[src/rtl/vga_pixel_fetch.sv]
// Frame-buffer prefetch reader: fetches pixel words over req/ack into a small FIFO
// and presents one word per display pixel. Optional underrun colour/flag: VGA_FETCH_UNDERRUN_EN.
module vga_pixel_fetch #(
  parameter int DATA_WIDTH    = 12,
  parameter int REZ_MAX_WIDTH = 11,
  parameter int ADDR_WIDTH    = 19,
  parameter int FIFO_DEPTH    = 8,
  parameter logic [DATA_WIDTH-1:0] UNDERRUN_COLOR = 12'hF0F
) (
  input  logic                             clk,
  input  logic                             rst_n,
  input  logic [REZ_MAX_WIDTH-1:0]         Count_h,
  input  logic [REZ_MAX_WIDTH-1:0]         Count_v,
  input  logic [REZ_MAX_WIDTH-1:0]         H_left_margin,
  input  logic [REZ_MAX_WIDTH-1:0]         H_right_margin,
  input  logic [REZ_MAX_WIDTH-1:0]         V_left_margin,
  input  logic [REZ_MAX_WIDTH-1:0]         V_right_margin,
  output logic                             Mem_req,
  output logic [ADDR_WIDTH-1:0]            Mem_addr,
  input  logic                             Mem_ack,
  input  logic [DATA_WIDTH-1:0]            Mem_rdata,
  output logic [DATA_WIDTH-1:0]            Data,
  output logic [$clog2(FIFO_DEPTH):0]      Fifo_level,
  output logic                             Underrun
);
  localparam int PW = $clog2(FIFO_DEPTH);
  localparam int LW = PW + 1;
`ifdef VGA_FETCH_UNDERRUN_EN
  localparam bit UNDERRUN_EN = 1'b1;
`else
  localparam bit UNDERRUN_EN = 1'b0;
`endif
  localparam logic [DATA_WIDTH-1:0] EMPTY_WORD = UNDERRUN_EN ? UNDERRUN_COLOR : '0;

  typedef enum logic [1:0] {IDLE, REQ, FLUSH} state_t;

  state_t                  state, state_nxt;
  logic                    flush_pend;
  logic                    push, pop, pop_req, flush_done, empty;
  logic                    active, frame_start;
  logic [ADDR_WIDTH-1:0]   h_span, v_span, frame_pixels_c, frame_pixels, addr;
  logic [DATA_WIDTH-1:0]   fifo_mem [FIFO_DEPTH];
  logic [PW-1:0]           wr_ptr, rd_ptr;
  logic [LW-1:0]           level;
  logic                    room_idle, room_req, addr_ok_idle, addr_ok_req;

  assign active = (Count_h >= H_left_margin) && (Count_h <= H_right_margin) &&
                  (Count_v >= V_left_margin) && (Count_v <= V_right_margin);
  assign frame_start = (Count_h == '0) && (Count_v == '0);

  assign h_span = ADDR_WIDTH'(H_right_margin) - ADDR_WIDTH'(H_left_margin) + ADDR_WIDTH'(1);
  assign v_span = ADDR_WIDTH'(V_right_margin) - ADDR_WIDTH'(V_left_margin) + ADDR_WIDTH'(1);
  assign frame_pixels_c = h_span * v_span;

  assign empty   = (level == '0);
  assign pop_req = active && !frame_start;
  assign pop     = pop_req && !empty;

  // While in REQ the outstanding request already claims one FIFO slot and one address.
  assign room_idle    = level < LW'(FIFO_DEPTH);
  assign room_req     = level < LW'(FIFO_DEPTH - 1);
  assign addr_ok_idle = addr < frame_pixels;
  assign addr_ok_req  = (addr + ADDR_WIDTH'(1)) < frame_pixels;

  assign Mem_req    = (state == REQ) || ((state == FLUSH) && flush_pend);
  assign Mem_addr   = addr;
  assign Fifo_level = level;

  always_ff @(posedge clk or negedge rst_n) begin
    if (!rst_n) begin
      state      <= IDLE;
      flush_pend <= 1'b0;
    end else begin
      state <= state_nxt;
      if (frame_start)  flush_pend <= Mem_req && !Mem_ack;
      else if (Mem_ack) flush_pend <= 1'b0;
    end
  end

  always_comb begin
    state_nxt  = state;
    push       = 1'b0;
    flush_done = 1'b0;
    unique case (state)
      IDLE: if (room_idle && addr_ok_idle) state_nxt = REQ;
      REQ: if (Mem_ack) begin
        push      = 1'b1;
        state_nxt = (room_req && addr_ok_req) ? REQ : IDLE;
      end
      FLUSH: if (!flush_pend || Mem_ack) begin
        flush_done = 1'b1;
        state_nxt  = IDLE;
      end
      default: state_nxt = IDLE;
    endcase
    // A new frame overrides everything; any in-flight ack is dropped.
    if (frame_start) begin
      state_nxt  = FLUSH;
      push       = 1'b0;
      flush_done = 1'b0;
    end
  end

  always_ff @(posedge clk or negedge rst_n) begin
    if (!rst_n) begin
      frame_pixels <= '0;
      addr         <= '0;
      wr_ptr       <= '0;
      rd_ptr       <= '0;
      level        <= '0;
      Data         <= '0;
    end else begin
      if (frame_start) frame_pixels <= frame_pixels_c;
      if (flush_done)  addr <= '0;
      else if (push)   addr <= addr + ADDR_WIDTH'(1);
      if (frame_start || flush_done) begin
        wr_ptr <= '0;
        rd_ptr <= '0;
        level  <= '0;
      end else begin
        if (push) wr_ptr <= wr_ptr + PW'(1);
        if (pop)  rd_ptr <= rd_ptr + PW'(1);
        level <= level + LW'(push) - LW'(pop);
      end
      Data <= pop_req ? (empty ? EMPTY_WORD : fifo_mem[rd_ptr]) : '0;
    end
  end

  always_ff @(posedge clk) begin
    if (push) fifo_mem[wr_ptr] <= Mem_rdata;
  end

`ifdef VGA_FETCH_UNDERRUN_EN
  logic underrun_q;
  always_ff @(posedge clk or negedge rst_n) begin
    if (!rst_n)                underrun_q <= 1'b0;
    else if (frame_start)      underrun_q <= 1'b0;
    else if (pop_req && empty) underrun_q <= 1'b1;
  end
  assign Underrun = underrun_q;
`else
  assign Underrun = 1'b0;
`endif

endmodule
[config.mk]
export PLATFORM = sky130hd
export DESIGN_NAME = vga_pixel_fetch
export DESIGN_NICKNAME = d
export VERILOG_FILES = /design/src/rtl/vga_pixel_fetch.sv
export SDC_FILE = /design/constraint.sdc
export NUM_CORES = 1
export LEC_CHECK = 0
export CORE_MARGIN = 2
export CORE_UTILIZATION = 56
export CTS_CLUSTER_SIZE = 16
export DETAILED_ROUTE_END_ITERATION = 8
export GPL_TIMING_DRIVEN = 0
export PLACE_DENSITY = 0.79
export SETUP_SLACK_MARGIN = 0.5
export SLEW_MARGIN = 0
export SYNTH_ARGS = -nofsm -noshare
export SYNTH_HDL_FRONTEND = slang
export SYNTH_SLANG_ARGS = --single-unit
[constraint.sdc]
create_clock -name clk -period 7.3 [get_ports clk]
set_input_delay 1.46 -clock clk [delete_from_list [all_inputs] [get_ports clk]]
set_output_delay 1.46 -clock clk [all_outputs]
set_load 0.05 [all_outputs]
==> impl_metrics.csv <==
group,metric,value,unit
logic_synthesis,synth.distinct_cells,85,
logic_synthesis,synth-async-reset-ratio,39.62,%
global_routing,grt_pass1_vias,12490,
outcome,status,"finished with violations",
logic_synthesis,synth_commonest_cells,"217 x inv_1, 165 x ha_1, 134 x nand2_1, 115 x fa_1",
logic_synthesis,synth_edf_count,96,
die,num_rows,59,
sta,setup_slack,-1524,ps
worst_setup_path,critPathTopFamily,"adder cells",
cells_and_area,drive_gt1_share,21.71,%
sta,slew_headroom,20.36,%
global_routing,grt_pass1_wl,63180,um
cts,clkTransAtPathRegs,70,ps
die,start_util,56.88,%
die,fp.coreArea,0.02606,mm2
logic_synthesis,synthFlopType,"edfxtp_1",
drt,ant_nets,0,
worst_setup_path,cp_slowest_cell,"or4b_4",
cells_and_area,regArea,0.004459,mm2
die,fp.dieW,166.7,um
sta,hold_ws,543.8,ps
cells_and_area,antenna_cells,0,
run,drv_cap,0,
logic_synthesis,synth_top_area_cell,"edfxtp_1",
worst_setup_path,required,7620,ps
placed_design,place.gp.congestion,0.9083,
cells_and_area,multi_input_area,0.01047,mm2
placed_design,port_buffers,116,
cts,ctsLongestPathBuffers,2,
logic_synthesis,yosys_warnings,0,
cts,ctsHoldBuffers,0,
logic_synthesis,synth_top_area_share,19.45,%
outcome,failed_checks,"negative setup slack",
cts,clock_latency,430,ps
cells_and_area,nets,2029,
worst_setup_path,worstPathArrival,9140,ps
global_routing,grt_max_degree,64,
drt,wire_per_inst,19.68,um
placed_design,hpwl,27650,um
sta,tightestPinTransition,1190,ps
drt,routed_wl,39680,um
sta,max_freq,113.3,MHz
worst_setup_path,cp_common_cell,"fa_1",
drt,drcViolationCount,0,
sta,setup_viol,10,
logic_synthesis,syn_area,0.01482,mm2
sta,hold_viol_final,0,
logic_synthesis,syn_avg_cell_area,10.36,um2
die,die-area,0.02778,mm2
logic_synthesis,seq_area_frac_synth,30.09,%
sta,timing.final.crit_share,120.9,%
cts,clock-sinks,159,
cells_and_area,area_delta_synth_final,27.93,%
sta,worst_clock_skew,17.26,ps
logic_synthesis,synth_nets,1792,
die,die_h,166.7,um
drt,firstDrtPassIters,8,
drt,detail_route.iter0.violations,881,
drt,viasPerCell,5.873,
global_routing,grt_overflow,0,
min_path,hold_depth,1,
cts,cts_tree,"done",
sta,min_period,8824,ps
cells_and_area,fill_cells,1720,
sta,rsz0062_at_grt,"true",
logic_synthesis,syn_inst,1431,
logic_synthesis,yosys-top-cells-area,"edfxtp_1 19%, fa_1 16%, ha_1 14%",
worst_setup_path,reg2reg_depth,14,
cts,cts_buffers,17,
min_path,hold_path_class,"flop to flop",
cts,htree_levels,4,
worst_setup_path,end_kind,"flop",
worst_setup_path,critPathMaxFanout,4,
cts,root_buffer,"clkbuf_16",
global_routing,antenna_found_initial,0,
logic_synthesis,yosys_register_bits,159,
worst_setup_path,cp.buffers_inverters,7,
global_routing,grt_usage,28.48,%
die,pin_count,118,
drt,routed-via-count,11840,
worst_setup_path,cp.depth,31,
worst_setup_path,critPathLaunchType,"input pin",
worst_setup_path,critical_path.max_stage_delay,610,ps
logic_synthesis,yosysMostFrequentCell,"inv_1",
worst_setup_path,critPathKind,"input pin to flop",
sta,maxSlewViolCount,0,
-- kinds of logic (layout without fill, tap and decap cells) --
logic type,Yosys count,in the layout,synth area share [%]
AOI/OAI and AO/OA,216,216,9.944
buffers and inverters,251,501,6.466
xor gates and xnor gates,94,94,6.449
adders and majority gates,280,280,29.46
other,1,1,0.02530
and+or+nand+nor,389,389,12.74
muxes,41,41,4.829
DFF,159,159,30.09
-- metrics by stage --
stage / instances / util (%) / worst slack, ps / cell area (um2) / TNS (ps)
floorplan: 1431 / - / -1405 / 15050 / -5683
global placement: 1882 / 63.81 / -2742 / 16630 / -20630
detailed placement: 1890 / 64.29 / -2834 / 16750 / -21730
CTS: 2006 / 71.74 / -1457 / 18690 / -5933
global route: 2016 / 72.77 / -1738 / 18960 / -9577
finish: 2016 / 72.77 / -1524 / 18960 / -7318
-- routing by layer --
| layer | wire length, um | vias up | part of all wire, % | GRT usage (%) |
|---|---|---|---|---|
| li1 | - | 5297 | - | - |
| met1 | 15480 | 5898 | 39 | 35.66 |
| met2 | 20660 | 532 | 52 | 50.47 |
| met3 | 2315 | 113 | 5.8 | 3.731 |
| met4 | 1222 | 0 | 3.1 | 10.83 |
| met5 | 0 | - | 0 | 0 |
-- cells in the final DEF (no fill, tap or decap), types with 28 or more instances in the layout --
master	count
nand2_1	131
and2_1	34
inv_1	190
o21ai_0	48
fa_1	110
a21oi_1	28
nor2_1	89
a21o_1	28
clkdlybuf4s50_1	86
buf_4	81
ha_1	141
edfxtp_1	96
dfrtp_1	63
xnor2_1	28
-- repair_timing --
action                     4_1_cts  5_1_grt
resized for setup              203       44
buffers inserted                84       10
setup endpoints to repair       14       13
pin swaps                       89       33
-- final timing paths --
path,startpoint,slack [ps],endpoint
worst min register to register,frame_pixels[18],540,frame_pixels[18]
max in group asynchronous,rst_n,5610,rd_ptr[2]
worst max-delay path,H_right_margin[0],-1520,frame_pixels[18]
min in group asynchronous,rst_n,1130,frame_pixels[14]
worst min-delay path,frame_pixels[18],540,frame_pixels[18]
worst max register to register,Mem_addr[0],3510,state[0]
-- sequential cells by signal, summed over array words and instances (netlist names) --
name          cells
wr_ptr            3
frame_pixels     19
fifo_mem         96
Mem_addr         19
Data             12
rd_ptr            3
flush_pend        1
state             2
Fifo_level        4
-- final cells by class --
cell class              instances  area share [%]
repair buffers                218           10.66
well taps                     335           2.210
clock inverters                14          0.7522
clock buffers                  18           2.263
multi-input cells            1021           55.24
plain buffers                  33          0.9832
flip-flops and latches        159           23.52
inverters                     218           4.381
Power is left out: the tool's default activity adds up to more than one toggle a clock period on the data nets, which glitch-free logic cannot reach.
